--- config.mk ---
export PLATFORM = sky130hd
export DESIGN_NAME = vip_frame_scheduler
export DESIGN_NICKNAME = d
export VERILOG_FILES = /design/src/rtl/vip_frame_scheduler.sv
export SDC_FILE = /design/constraint.sdc
export NUM_CORES = 1
export LEC_CHECK = 0
export CAP_MARGIN = 20
export CORE_ASPECT_RATIO = 0.5
export CORE_MARGIN = 1.5
export CORE_UTILIZATION = 57
export CTS_BUF_LIST = sky130_fd_sc_hd__clkbuf_8
export DETAILED_ROUTE_END_ITERATION = 12
export PLACE_DENSITY = 0.83
export SETUP_SLACK_MARGIN = 0.05
export SLEW_MARGIN = 20
export SYNTH_ARGS = -nofsm -noshare
export SYNTH_HDL_FRONTEND = slang
export SYNTH_SLANG_ARGS = --single-unit
--- constraint.sdc ---
create_clock -name clk -period 1.9 [get_ports clk]
set_input_delay 0.285 -clock clk [delete_from_list [all_inputs] [get_ports clk]]
set_output_delay 0.285 -clock clk [all_outputs]
set_load 0.02 [all_outputs]
--- src/rtl/vip_frame_scheduler.sv ---
// Frame-level scheduler for the video pipeline: qualifies frame geometry, gates processing
// through warm-up and error-driven resync, and shadows runtime config to frame boundaries.
module vip_frame_scheduler #(
    parameter logic [9:0] IMG_HDISP      = 10'd640,
    parameter logic [9:0] IMG_VDISP      = 10'd480,
    parameter logic [3:0] WARMUP_FRAMES  = 4'd2,
    parameter logic [3:0] ERR_LIMIT      = 4'd3,
    parameter logic [7:0] THRESH_DEFAULT = 8'd40
) (
    input  logic        clk,
    input  logic        rst_n,
    input  logic        per_frame_vsync,
    input  logic        per_frame_href,
    input  logic        per_frame_clken,
    input  logic        enable,
    input  logic        cfg_wr,
    input  logic [7:0]  cfg_threshold,
    input  logic [1:0]  cfg_mode,
    output logic [7:0]  sobel_threshold,
    output logic [1:0]  mode_sel,
    output logic        proc_en,
    output logic        cfg_pending,
    output logic        frame_err,
    output logic [7:0]  err_cnt,
    output logic [15:0] frame_cnt
);
    typedef enum logic [1:0] {IDLE, WAIT_SOF, WARMUP, RUN} state_t;

    state_t      state_reg, state_next;
    logic        proc_en_next;
    logic        vsync_reg, href_reg, sync_ok_reg, sof_reg, eof_reg;
    logic        sof, eof, sol, eol;
    logic [9:0]  pix_cnt_reg, line_cnt_reg;
    logic        line_bad_reg;
    logic [3:0]  clean_cnt_reg, bad_cnt_reg, clean_inc, bad_inc;
    logic        frame_bad, eval, apply;
    logic [7:0]  pend_thresh_reg;
    logic [1:0]  pend_mode_reg;

    // A rising vsync only counts once vsync has been seen low, so a frame already
    // in flight when reset releases never looks like a fresh start.
    assign sof = per_frame_vsync & ~vsync_reg & sync_ok_reg;
    assign eof = ~per_frame_vsync & vsync_reg;
    assign sol = per_frame_href & ~href_reg;
    assign eol = ~per_frame_href & href_reg;

    assign frame_bad = line_bad_reg | (line_cnt_reg != IMG_VDISP);
    assign eval      = eof_reg & ((state_reg == WARMUP) | (state_reg == RUN));
    assign clean_inc = clean_cnt_reg + 4'd1;
    assign bad_inc   = bad_cnt_reg + 4'd1;
    assign apply     = eof_reg | (((state_reg == IDLE) | (state_reg == WAIT_SOF))
                                  & ~per_frame_vsync & ~vsync_reg);

    always_ff @(posedge clk or negedge rst_n) begin
        if (!rst_n) begin
            vsync_reg   <= 1'b0;
            href_reg    <= 1'b0;
            sync_ok_reg <= 1'b0;
            sof_reg     <= 1'b0;
            eof_reg     <= 1'b0;
        end else begin
            vsync_reg   <= per_frame_vsync;
            href_reg    <= per_frame_href;
            sync_ok_reg <= sync_ok_reg | ~per_frame_vsync;
            sof_reg     <= sof;
            eof_reg     <= eof;
        end
    end

    always_ff @(posedge clk or negedge rst_n) begin
        if (!rst_n) begin
            pix_cnt_reg  <= '0;
            line_cnt_reg <= '0;
            line_bad_reg <= 1'b0;
        end else begin
            if (sol)
                pix_cnt_reg <= {9'd0, per_frame_clken};
            else if (per_frame_href && per_frame_clken && pix_cnt_reg != 10'd1023)
                pix_cnt_reg <= pix_cnt_reg + 10'd1;

            if (sof)
                line_cnt_reg <= {9'd0, sol};
            else if (sol && line_cnt_reg != 10'd1023)
                line_cnt_reg <= line_cnt_reg + 10'd1;

            if (sof)
                line_bad_reg <= 1'b0;
            else if (eol && pix_cnt_reg != IMG_HDISP)
                line_bad_reg <= 1'b1;
        end
    end

    always_ff @(posedge clk or negedge rst_n) begin
        if (!rst_n) begin
            state_reg <= IDLE;
            proc_en   <= 1'b0;
        end else begin
            state_reg <= state_next;
            proc_en   <= proc_en_next;
        end
    end

    always_comb begin
        state_next = state_reg;
        case (state_reg)
            IDLE:     if (enable) state_next = WAIT_SOF;
            WAIT_SOF: if (sof_reg) state_next = WARMUP;
            WARMUP:   if (eof_reg && !frame_bad && clean_inc >= WARMUP_FRAMES) state_next = RUN;
            RUN:      if (eof_reg && frame_bad && bad_inc >= ERR_LIMIT) state_next = WAIT_SOF;
            default:  state_next = IDLE;
        endcase
        // Registered vsync is low both between frames and on the EOF evaluation cycle.
        if (!enable && !vsync_reg)
            state_next = IDLE;
    end

    always_comb begin
        proc_en_next = (state_next == RUN);
    end

    always_ff @(posedge clk or negedge rst_n) begin
        if (!rst_n) begin
            frame_err     <= 1'b0;
            err_cnt       <= '0;
            frame_cnt     <= '0;
            clean_cnt_reg <= '0;
            bad_cnt_reg   <= '0;
        end else begin
            frame_err <= eval & frame_bad;
            if (eval)
                frame_cnt <= frame_cnt + 16'd1;
            if (eval && frame_bad && err_cnt != 8'hFF)
                err_cnt <= err_cnt + 8'd1;

            if (state_reg == WAIT_SOF && sof_reg)
                clean_cnt_reg <= '0;
            else if (state_reg == WARMUP && eof_reg)
                clean_cnt_reg <= frame_bad ? 4'd0 : clean_inc;

            if (state_reg == IDLE)
                bad_cnt_reg <= '0;
            else if (eval && frame_bad) begin
                if (state_reg == RUN && bad_inc >= ERR_LIMIT)
                    bad_cnt_reg <= '0;
                else if (bad_cnt_reg != 4'hF)
                    bad_cnt_reg <= bad_inc;
            end else if (eval && state_reg == RUN)
                bad_cnt_reg <= '0;
        end
    end

    // A write landing on an apply cycle bypasses the pending registers.
    always_ff @(posedge clk or negedge rst_n) begin
        if (!rst_n) begin
            pend_thresh_reg <= THRESH_DEFAULT;
            pend_mode_reg   <= 2'd0;
            sobel_threshold <= THRESH_DEFAULT;
            mode_sel        <= 2'd0;
            cfg_pending     <= 1'b0;
        end else begin
            if (cfg_wr) begin
                pend_thresh_reg <= cfg_threshold;
                pend_mode_reg   <= cfg_mode;
            end
            if (apply) begin
                if (cfg_wr) begin
                    sobel_threshold <= cfg_threshold;
                    mode_sel        <= cfg_mode;
                end else if (cfg_pending) begin
                    sobel_threshold <= pend_thresh_reg;
                    mode_sel        <= pend_mode_reg;
                end
                cfg_pending <= 1'b0;
            end else if (cfg_wr) begin
                cfg_pending <= 1'b1;
            end
        end
    end
endmodule

; ---- Word-level counts from Yosys, hierarchy flattened
; Cells that the tools add are included.
[op_classes]
n_addsub = 6
n_lt_le_gt_ge = 2
eq_ne = 11
muxes = 26
bitwise = 18
n_reduce_logical = 28
[ops]
columns = op, n
row1 = 10-bit two-way mux, 4
row2 = 4-bit two-way mux, 8
row3 = "10-bit != test, second input constant", 3
row4 = "10-bit by 1-bit adder with 10-bit output, second input constant", 2
row5 = "16-bit by 1-bit adder with 16-bit output, second input constant", 1
row6 = 8-bit two-way mux, 2
row7 = 1-bit logical AND, 15
row8 = 2-bit two-way mux, 7
row9 = 2-bit nonzero test, 6
row10 = "10-bit by 9-bit != test with 1-bit output, second input constant", 1
row11 = 1-bit AND, 9
row12 = "4-bit by 1-bit adder with 4-bit output, second input constant", 2
row13 = "8-bit by 1-bit adder with 8-bit output, second input constant", 1
row14 = "4-bit by 2-bit greater-or-equal comparator with 1-bit output, second input constant", 2
row15 = "8-bit != test, second input constant", 1
row16 = 2-bit case mux with 4 select lines, 1
row17 = "2-bit == test, second input constant", 3
row18 = 1-bit bitwise OR, 5
row19 = 1-bit two-way mux, 4
row20 = "4-bit by 2-bit != test with 1-bit output, second input constant", 1
row21 = "4-bit != test, second input constant", 1
row22 = 1-bit inverter, 4
row23 = 2-bit AND reduction, 2
row24 = 1-bit zero test, 3
row25 = 3 further kinds, 3
[word_totals]
ff_bits = 83
inputBits = 17
out_inout_bits = 37
elab_cells = 111

; ---- Longest topological paths before layout
; Gate-level depths: netlist of run 1.
[logic_depth]
word_depth = 9
mapped_depth = 7
ltp_nobuf = 7

; ---- Worst setup path after synthesis of run 1
; OpenSTA, ideal clock, no wires.
[synth_timing]
path_kind = register -> register
startpoint = reg err_cnt[0]
endpoint = reg err_cnt[1]
setup_ns = 0.125
arrival_ns = 1.591
required_time_ns = 1.775
path_slack_ns = 0.185
stages_incl_launch_ff = 6
path_buffers = 0
period_less_slack_ns = 1.715
path_cell_list = dfrtp_1 ha_1 and4_1 nand4_1 nand2_4 mux2_2
[synth_between]
elab_chain_cells = 2
elab_cells_between_ends = 3
classes_between = 1 x add/sub / 1 x eq/ne / 1 x reduce/logical
[synth_lines]
columns = item, line_no
row1 = "start, declared", 24  ; output logic [7:0] err_cnt,
row2 = "start signal, assigned", 133  ; err_cnt <= err_cnt + 8'd1;
row3 = branches (longest 2 deep; another with 8-bit by 1-bit adder with 8-bit output), --
; Several ways; the timed one is not identified.
; A chain may end at the register's enable or synchronous reset.

; ---- Worst setup path in the final report of run 1
[layout_timing]
startpoint = reg bad_cnt_reg[0]
endpoint = reg proc_en
[layout_between]
elab_chain_cells = 7
[layout_lines]
columns = item, line_no
row1 = "start, declared", 35  ; logic [3:0] clean_cnt_reg, bad_cnt_reg, clean_inc, bad_inc;
row2 = "start signal, assigned", 146  ; bad_cnt_reg <= bad_inc;
row3 = 4-bit by 1-bit adder with 4-bit output, 50  ; assign bad_inc = bad_cnt_reg + 4'd1;
row4 = 4-bit by 2-bit greater-or-equal comparator with 1-bit output, 109  ; RUN: if (eof_reg && frame_bad && bad_inc >= ERR_LIMIT) state_next = WAIT_SOF;
row5 = 1-bit logical AND, 109
row6 = 2-bit two-way mux, 109
row7 = 2-bit case mux with 4 select lines, 105  ; case (state_reg)
row8 = 2-bit two-way mux, 113  ; if (!enable && !vsync_reg)
row9 = 2-bit == test, 118  ; proc_en_next = (state_next == RUN);
row10 = net proc_en_next, 30  ; logic proc_en_next;
row11 = "end signal, assigned", 99  ; proc_en <= proc_en_next;
row12 = "end, declared", 21  ; output logic proc_en,
; The timed path passes the listed nets, and every way through them passes these cells.

==> out/results.ini, run 1 <==
[setup_path]
r2r_cells = 5
arrival_ps = 2120
startpoint_type = flip-flop
cp-end-kind = flip-flop
critPathKind = reg2reg
cp.required_ps = 2170
path_max_fanout = 6

[route]
drtPass1Iterations = 4
route.detailed.drc = 0
wirelength_microns = 8230
vias_per_cell = 5.57
drtIter0Drc = 131
antenna_left = 0
wl_per_cell_microns = 15.6
via_count = 2934

[timing]
hold_violations = 0
fmaxAchievable_mhz = 543
setup_tns_ps = 0
setup_viol = 0
post-route-period-util = 0.970
finClkSkew_ps = 9.26
rsz0062_at_grt = yes
final.setup.worst_slack_ps = 57.1
drv_slew = 0
worstMarginPinSlew_ps = 527
maxSlewHeadroom = 0.648
finalCriticalPeriod_ps = 1840
holdWs_ps = 408

[die]
core_sq_um = 6650
die_y_microns = 61.4
dieArea_sq_um = 7360
initial_core_util = 0.586
rows = 21
io_pins = 54
dieWidth_microns = 120

[pwr]
leakagePower_nw = 2.20
power_mw = 4.64
vdd_drop_max_v = 0.000471
powerDensity_nw_per_um2 = 928

[clock_tree]
clockBufferDepth = 2
clk-insertion-delay-late_ps = 350
cts.sink_count = 83
cts_tree = yes
clockRootBuffer = clkbuf_8
h-tree-depth = 3
path_clk_slew_ps = 80
numCtsBuffers = 9

[finish]
syn2layout_area_growth_pct = 28.4
final_cells = 527
n_antenna_cell = 0
layout_commonest_cell = dfrtp_1
final_net_count = 457
largest_reg_flops = 16
drive_gt1_frac = 0.211
fillerInstances = 425
final_cell_mix = dfrtp_1 (79), clkdlybuf4s50_1 (52), nor2_1 (32)

[synthesis]
synth_edf_count = 0
syn_inst = 344
avgSynthCellArea_sq_um = 11.3
yosys_register_bits = 83
synth_warnings = 0
synth.distinct_cells = 54
yosysSeqAreaShare = 0.535
synth_nets = 371
async_flop_share = 1.00
ys.flop_type = dfrtp_1
synth_area_sq_um = 3890

[grt]
grt_max_degree = 36
grt_pass1_vias = 2773
gr-total-overflow = 0
grt_usage = 0.225
grt_pass1_wl_microns = 12800
antenna_found_initial = 0

[place]
numPortBuffers = 53
dp_slack_ps = 6.55
gp_congestion = 0.882
placed_cells = 499
dp_hpwl_microns = 5580

[min_path]
worstHoldPathType = in2async

[status]
status = finished, final reports clean

[run]
maxCapViolCount = 0

[per-stage QoR]
step           cell area (sq um)  utilization
3_3_place_gp                4630        0.697
5_1_grt                     5000        0.752
4_1_cts                     4900        0.737
2_1_floorplan               3890            -
6_report                    5000        0.752
3_5_place_dp                4630        0.697
[worst paths after layout]
path,start,endpoint,slack (ps)
worst max-delay path,bad_cnt_reg[0],proc_en,60
worst min-delay path,rst_n,sobel_threshold[6],410
worst max register to register,bad_cnt_reg[0],proc_en,60
worst min register to register,frame_cnt[15],frame_cnt[15],480
max in group asynchronous,rst_n,pend_thresh_reg[3],850
min in group clk,frame_cnt[15],frame_cnt[15],480
[synth_stat cells (6+ instances only)]
library cell	number	area share
xnor2_1	15	0.034
dfrtp_1	79	0.51
nand4_1	10	0.016
nor2_1	32	0.031
mux2_2	22	0.064
o21ai_0	10	0.013
inv_1	11	0.011
nand3_1	16	0.021
nor3_1	10	0.013
xor2_1	18	0.041
a21oi_1	6	0.0077
ha_1	10	0.032
a31oi_1	6	0.0096
nand2_1	29	0.028
and3_1	9	0.014
[worst max-delay path, stage by stage, from the launching register on]
cell and delay, ps:
dfrtp_1 410, ha_2 230, or4_1 590, o311ai_4 160, o22ai_2 170, nor3_2 200
[cell families (layout without fill, tap and decap cells)]
logic type	after synthesis	after routing	share of synthesized area
AND/OR/NAND/NOR	140	140	0.200
flip-flops	83	83	0.535
adder cells (fa/ha/maj)	10	10	0.0321
XOR/XNOR	33	33	0.0743
multiplexers	25	25	0.0714
AO/OA/AOI/OAI	38	38	0.0714
buffers and inverters	15	106	0.0157
[per-layer routing]
metal,up-vias,global-route usage,wire length [microns]
met1,1449,0.280,3580
met4,0,0.0816,102
met5,-,0,0
li1,1391,-,-
met2,79,0.399,4190
met3,15,0.0574,360
[final cells by class]
| class | count | area, sq um | area share |
|---|---|---|---|
| sequential | 83 | 2080 | 0.417 |
| multi-input combinational | 246 | 1800 | 0.359 |
| timing repair buffer | 79 | 738 | 0.148 |
| clock buffer | 10 | 138 | 0.0275 |
| tap | 92 | 115 | 0.0230 |
| clock inverter | 6 | 87.6 | 0.0175 |
| inverter | 11 | 41.3 | 0.00826 |
[report_power, final]
part	switching [mW]	total (mW)	leakage [nW]	internal (mW)
clock network	0.633	1.41	0.117	0.778
logic	0.521	1.06	1.01	0.535
registers	0.201	2.17	1.07	1.97
[timing repair]
item / CTS / global route
hold buffers: 1 / 0
resized for setup: 4 / 8
setup endpoints to repair: 3 / 9
endpoints found under the hold margin: 30 / 0
buffers inserted: 1 / 10
cloned: 0 / 0
pin swaps: 2 / 7
Power figures use the tool's default switching activity.
==> run 2: changes to the inputs <==
PLACE_DENSITY = 0.81   (was 0.83)
TNS_END_PERCENT = 30   (was default)
clock period = 2.07 ns   (was 1.9 ns; I/O delays follow)
==> run 2 against run 1 <==
Net effect:
- via count is 4.5% lower
- first-iteration DRC count is 8.4% lower
- critical path depth stayed put
- hold slack better by 26 ps
- sequential share of layout area is 1.6 points higher
- clock skew is 1.5 ps lower
- fmax is 7.4% lower
- design area is 3.8% lower
- worst setup slack better by 23 ps
- count of clock-buffer cells in the layout stayed put
- critical endpoint unchanged
- largest power group unchanged
- highest routed layer unchanged
==> out/results.ini, run 2 (same netlist as run 1, synthesis figures left out) <==
[status]
status = finished, final reports clean

[grt]
antenna_found_initial = 0  ; unchanged
grt_pass1_wl_microns = 12600  ; -1.4%
grt_pass1_vias = 2703  ; -2.5%
gr-total-overflow = 0  ; unchanged
grt_max_degree = 33  ; -8.3%
grt_usage = 0.226  ; +0.000925

[die]
rows = 21  ; unchanged
core_sq_um = 6650  ; unchanged
dieArea_sq_um = 7360  ; unchanged
die_y_microns = 61.4  ; unchanged
dieWidth_microns = 120  ; unchanged
initial_core_util = 0.586  ; unchanged
io_pins = 54  ; unchanged

[setup_path]
cpMaxStageDelayCell = or4_1
ff2ff_setup_slack_ps = 80  ; +20 ps
cp.buffers_inverters = 0  ; unchanged
crit_end = proc_en
r2r_end = proc_en
arrival_ps = 2250  ; +130 ps
cp.depth = 5  ; unchanged
r2r-start = bad_cnt_reg[0]
cp-end-kind = flip-flop
cpPeakStageDelay_ps = 560  ; -30 ps
r2r_cells = 5  ; unchanged
cp.required_ps = 2330  ; +160 ps
startpoint_type = flip-flop
cpLargestDelayFamily = simple AND/OR/NAND/NOR gates
critical_path.startpoint = bad_cnt_reg[0]
critical_path.cell_chain = ha_1 -> or4_1 -> o311ai_2 -> o22ai_1 -> nor3_1
path_max_fanout = 6  ; unchanged
critPathKind = reg2reg

[finish]
final_net_count = 440  ; -3.7%
syn2layout_area_growth_pct = 23.5
drive_gt1_frac = 0.156  ; -0.0560
ff_latch_area_sq_um = 2080  ; unchanged
final_cell_mix = dfrtp_1 (79), clkdlybuf4s50_1 (52), nor2_1 (32)
largest_reg_flops = 16  ; unchanged
fillerInstances = 485  ; +14%
final_cells = 510  ; -3.2%
multiInputGateArea_sq_um = 1750  ; -2.6%
layout_commonest_cell = dfrtp_1
n_antenna_cell = 0  ; unchanged

[route]
route.detailed.drc = 0  ; unchanged
via_count = 2801  ; -4.5%
wl_met2_microns = 3960  ; -5.4%
top_layer = met4
drtPass1Iterations = 4  ; unchanged
vias_per_cell = 5.49  ; -1.4%
wirelength_microns = 7630  ; -7.4%
wl_per_cell_microns = 15.0  ; -4.3%
drtIter0Drc = 120  ; -8.4%
wl_met3_microns = 267  ; -26%
met1_length_microns = 3310  ; -7.6%
antenna_left = 0  ; unchanged

[clock_tree]
cts_resized = 0  ; -4
clockBufferDepth = 2  ; unchanged
clockRootBuffer = clkbuf_8
numCtsBuffers = 9  ; unchanged
post_cts_buffers = 0  ; -1
h-tree-depth = 3  ; unchanged
cts_tree = yes
clk-insertion-delay-late_ps = 370  ; +20 ps
path_clk_slew_ps = 90  ; about the same
cts.sink_count = 83  ; unchanged

[pwr]
pwr-share-comb = 0.218  ; -0.009
sw_frac_of_total = 0.302  ; +0.0102
p_seq_frac = 0.487  ; +0.019
vdd_drop_max_v = 0.000520  ; +10%
p_switching_mw = 1.24  ; -8.6%
powerDensity_nw_per_um2 = 852  ; -8.3%
power_mw = 4.09  ; -12%
intPower_mw = 2.86  ; -13%
leakagePower_nw = 2.11  ; -4.4%
p_clk_frac = 0.295  ; -0.009

[timing]
drv_slew = 0  ; unchanged
worstMarginPinSlew_ps = 558  ; +30.5 ps
post-route-period-util = 0.961  ; -0.00862
finClkSkew_ps = 7.76  ; -1.50 ps
setup_viol = 0  ; unchanged
fmaxAchievable_mhz = 503  ; -7.4%
rsz0062_at_grt = yes
maxSlewHeadroom = 0.628  ; -0.0203
finalCriticalPeriod_ps = 1990  ; +147 ps
hold_violations = 0  ; unchanged
setup_tns_ps = 0  ; unchanged

[place]
numPortBuffers = 53  ; unchanged
dp_hpwl_microns = 5500  ; -1.5%
placed_cells = 493  ; -1.2%
gp_congestion = 0.855  ; -3.1%

[run]
maxCapViolCount = 0  ; unchanged

[min_path]
worstHoldPathType = in2async

-- run 2: cell types whose count changed in the layout (fill, tap and decap cells not counted), moves of 2 or more --
cell and change:
ha_2 -2, o22ai_1 +2, buf_4 -17, ha_1 +2, inv_2 -2, inv_1 +2
o22ai_2 -2, clkinv_2 -2
-- run 2: per-stage QoR --
stage | setup WS (ps) | util | cell area (sq um) | hold slack (ps)
finish | 80.1 | 0.723 | 4810 | 434
floorplan | 355 | - | 3890 | 14.9
detailed placement | 25.9 | 0.690 | 4590 | 256
CTS | 97.1 | 0.723 | 4810 | 395
global placement | 101 | 0.690 | 4590 | 253
global route | 38.6 | 0.723 | 4810 | 445
-- run 2: worst min path at each step --
stage,to,slack [ps],cells past startpoint
3_5_place_dp,pend_thresh_reg[6],260,1
2_1_floorplan,bad_cnt_reg[0],10,0
6_report,pend_thresh_reg[6],430,2
3_3_place_gp,sobel_threshold[0],250,1
5_1_grt,sobel_threshold[0],440,2
4_1_cts,pend_thresh_reg[6],390,2
-- run 2: power groups by stage --
stage | registers (mW) | clock network, mW | logic [mW]
floorplan | 2.15 | 0 | 0.330
global placement | 2.01 | 0 | 0.861
detailed placement | 2.03 | 0 | 0.891
CTS | 2.00 | 1.24 | 0.905
global route | 2.03 | 1.31 | 0.973
finish | 1.99 | 1.21 | 0.893
-- run 2: worst register-to-register path, cell delays in order, from the launching register on --
cell      delay [ps]
dfrtp_1          440
ha_1             280
or4_1            560
o311ai_2         150
o22ai_1          190
nor3_1           260
-- run 2: timing repair --
action	CTS	global route
hold buffers	1	0
endpoints found under the hold margin	24	0
setup endpoints to repair	0	1
-- run 2: layer usage --
layer,vias to the layer above,GRT usage
met4,0,0.0697
li1,1359,-
met3,8,0.0713
met2,34,0.422
met5,-,0
met1,1400,0.261
-- run 2: final cells by class --
type,count,share of cell area
clock buffer,10,0.0286
clock inverter,6,0.0151
inverter,11,0.00859
multi-input combinational,246,0.364
sequential,83,0.433
tap,92,0.0239
timing repair buffer,62,0.127
==> run 3: changes to the inputs <==
clock period = 2 ns   (was 2.07 ns; I/O delays follow)
==> run 3 against run 2 <==
Net effect:
- clock skew grew 1.5 ps
- design area grew 0.94%
- sequential cell count is the same
- register-to-register slack gained 20 ps
- largest cell class unchanged
- largest power group unchanged
- highest routed layer unchanged
==> out/results.ini, run 3 (same netlist as run 1, synthesis figures left out) <==
[pwr]
leakagePower_nw = 2.12  ; +0.70%
powerDensity_nw_per_um2 = 874  ; +2.6%
power_mw = 4.24  ; +3.6%
vdd_drop_max_v = 0.000478  ; -8.2%

[timing]
maxSlewHeadroom = 0.606  ; -0.0224
drv_slew = 0  ; unchanged
rsz0062_at_grt = no
holdWs_ps = 474  ; +40.4 ps
setup_viol = 0  ; unchanged
finalCriticalPeriod_ps = 1900  ; -89.4 ps
finClkSkew_ps = 9.23  ; +1.48 ps
hold_violations = 0  ; unchanged
post-route-period-util = 0.950  ; -0.0111
fmaxAchievable_mhz = 526  ; +4.7%
worstMarginPinSlew_ps = 591  ; +33.6 ps

[clock_tree]
path_clk_slew_ps = 80  ; about the same
cts_tree = yes
clockRootBuffer = clkbuf_8
cts.sink_count = 83  ; unchanged
numCtsBuffers = 9  ; unchanged
clk-insertion-delay-late_ps = 360  ; about the same
h-tree-depth = 3  ; unchanged
clockBufferDepth = 2  ; unchanged

[grt]
antenna_found_initial = 0  ; unchanged
gr-total-overflow = 0  ; unchanged
grt_usage = 0.221  ; -0.00574
grt_max_degree = 46  ; +39%
grt_pass1_vias = 2630  ; -2.7%
grt_pass1_wl_microns = 12200  ; -3.6%

[place]
dp_hpwl_microns = 5450  ; -0.83%
numPortBuffers = 53  ; unchanged
gp_congestion = 0.903  ; +5.7%
placed_area_sq_um = 4600  ; +0.33%

[setup_path]
arrival_ps = 2170  ; -80 ps
path_max_fanout = 6  ; unchanged
cp.required_ps = 2270  ; -60 ps
cp-end-kind = flip-flop
r2r_end = proc_en
r2r-start = bad_cnt_reg[0]
critPathKind = reg2reg
r2r_cells = 5  ; unchanged
critical_path.startpoint = bad_cnt_reg[0]
startpoint_type = flip-flop
ff2ff_setup_slack_ps = 100  ; +20 ps

[finish]
largest_reg_flops = 16  ; unchanged
syn2layout_area_growth_pct = 24.7
n_antenna_cell = 0  ; unchanged
final_cell_mix = dfrtp_1 (79), clkdlybuf4s50_1 (52), nor2_1 (32)
final_net_count = 443  ; +0.68%
final_area_sq_um = 4850  ; +0.94%
drive_gt1_frac = 0.171  ; +0.0155
layout_commonest_cell = dfrtp_1

[min_path]
hold_start = sync_ok_reg
worstHoldPathType = reg2reg
min_to = sync_ok_reg
min_path_cells = 1

[die]
initial_core_util = 0.586  ; unchanged
dieWidth_microns = 120  ; unchanged
die_y_microns = 61.4  ; unchanged
dieArea_sq_um = 7360  ; unchanged
core_sq_um = 6650  ; unchanged
rows = 21  ; unchanged
io_pins = 54  ; unchanged

[route]
drtIter0Drc = 152  ; +27%
wl_per_cell_microns = 14.8  ; -0.99%
drtPass1Iterations = 4  ; unchanged
route.detailed.drc = 0  ; unchanged
vias_per_cell = 5.50  ; +0.20%
via_count = 2823  ; +0.79%
antenna_left = 0  ; unchanged
wirelength_microns = 7600  ; -0.41%

[status]
status = finished, final reports clean

[run]
maxCapViolCount = 0  ; unchanged

-- run 3: area by class of cell --
cell class | instances | area (sq um)
clock buffers | 12 | 165
clock inverters | 4 | 48.8
fillers | 450 | 1790
inverters | 11 | 41.3
multi-input cells | 246 | 1770
flip-flops and latches | 83 | 2080
well taps | 92 | 115
repair buffers | 65 | 633
-- run 3: power breakdown --
part	leakage (nW)	internal (mW)	switching, mW
Clock	0.106	0.675	0.577
Combinational	0.940	0.471	0.461
Sequential	1.07	1.87	0.185
-- run 3: worst max path at each step --
stage | to | slack [ps] | cells after the start
final | proc_en | 100 | 5
after global routing | bad_cnt_reg[2] | 50 | 7
after CTS | proc_en | 50 | 5
after detailed placement | pix_cnt_reg[9] | -10 | 6
after global placement | pix_cnt_reg[9] | 70 | 6
after floorplan | err_cnt[1] | 280 | 5
-- run 3: worst max-delay path, stage by stage (launching register included) --
cell and delay (ps):
dfrtp_1 440, ha_2 240, or4_1 560, o311ai_2 170, o22ai_2 180, nor3_2 210
-- run 3: per-layer routing --
layer / share of wire / up-vias / wire length, microns / global-route usage
met3: 0.047 / 14 / 359 / 0.0907
li1: - / 1378 / - / -
met4: 0.016 / 0 / 122 / 0.0833
met5: 0 / - / 0 / 0
met2: 0.49 / 64 / 3760 / 0.383
met1: 0.44 / 1367 / 3350 / 0.256
-- run 3: timing repair --
item                       CTS  global route
hold endpoints to repair    39             0
setup endpoints to repair    1             8
hold buffers                 1             0
gates resized for setup      1             4
pin swaps                    1             1
setup buffers                0             1
-- run 3: stage by stage --
stage	instances	worst slack (ps)	util	setup TNS, ps
6_report	513	99.5	0.730	0
5_1_grt	513	50.6	0.730	0
4_1_cts	512	50.4	0.727	0
3_5_place_dp	495	-11.1	0.692	-11.1
3_3_place_gp	495	70.2	0.692	0
2_1_floorplan	344	285	-	0
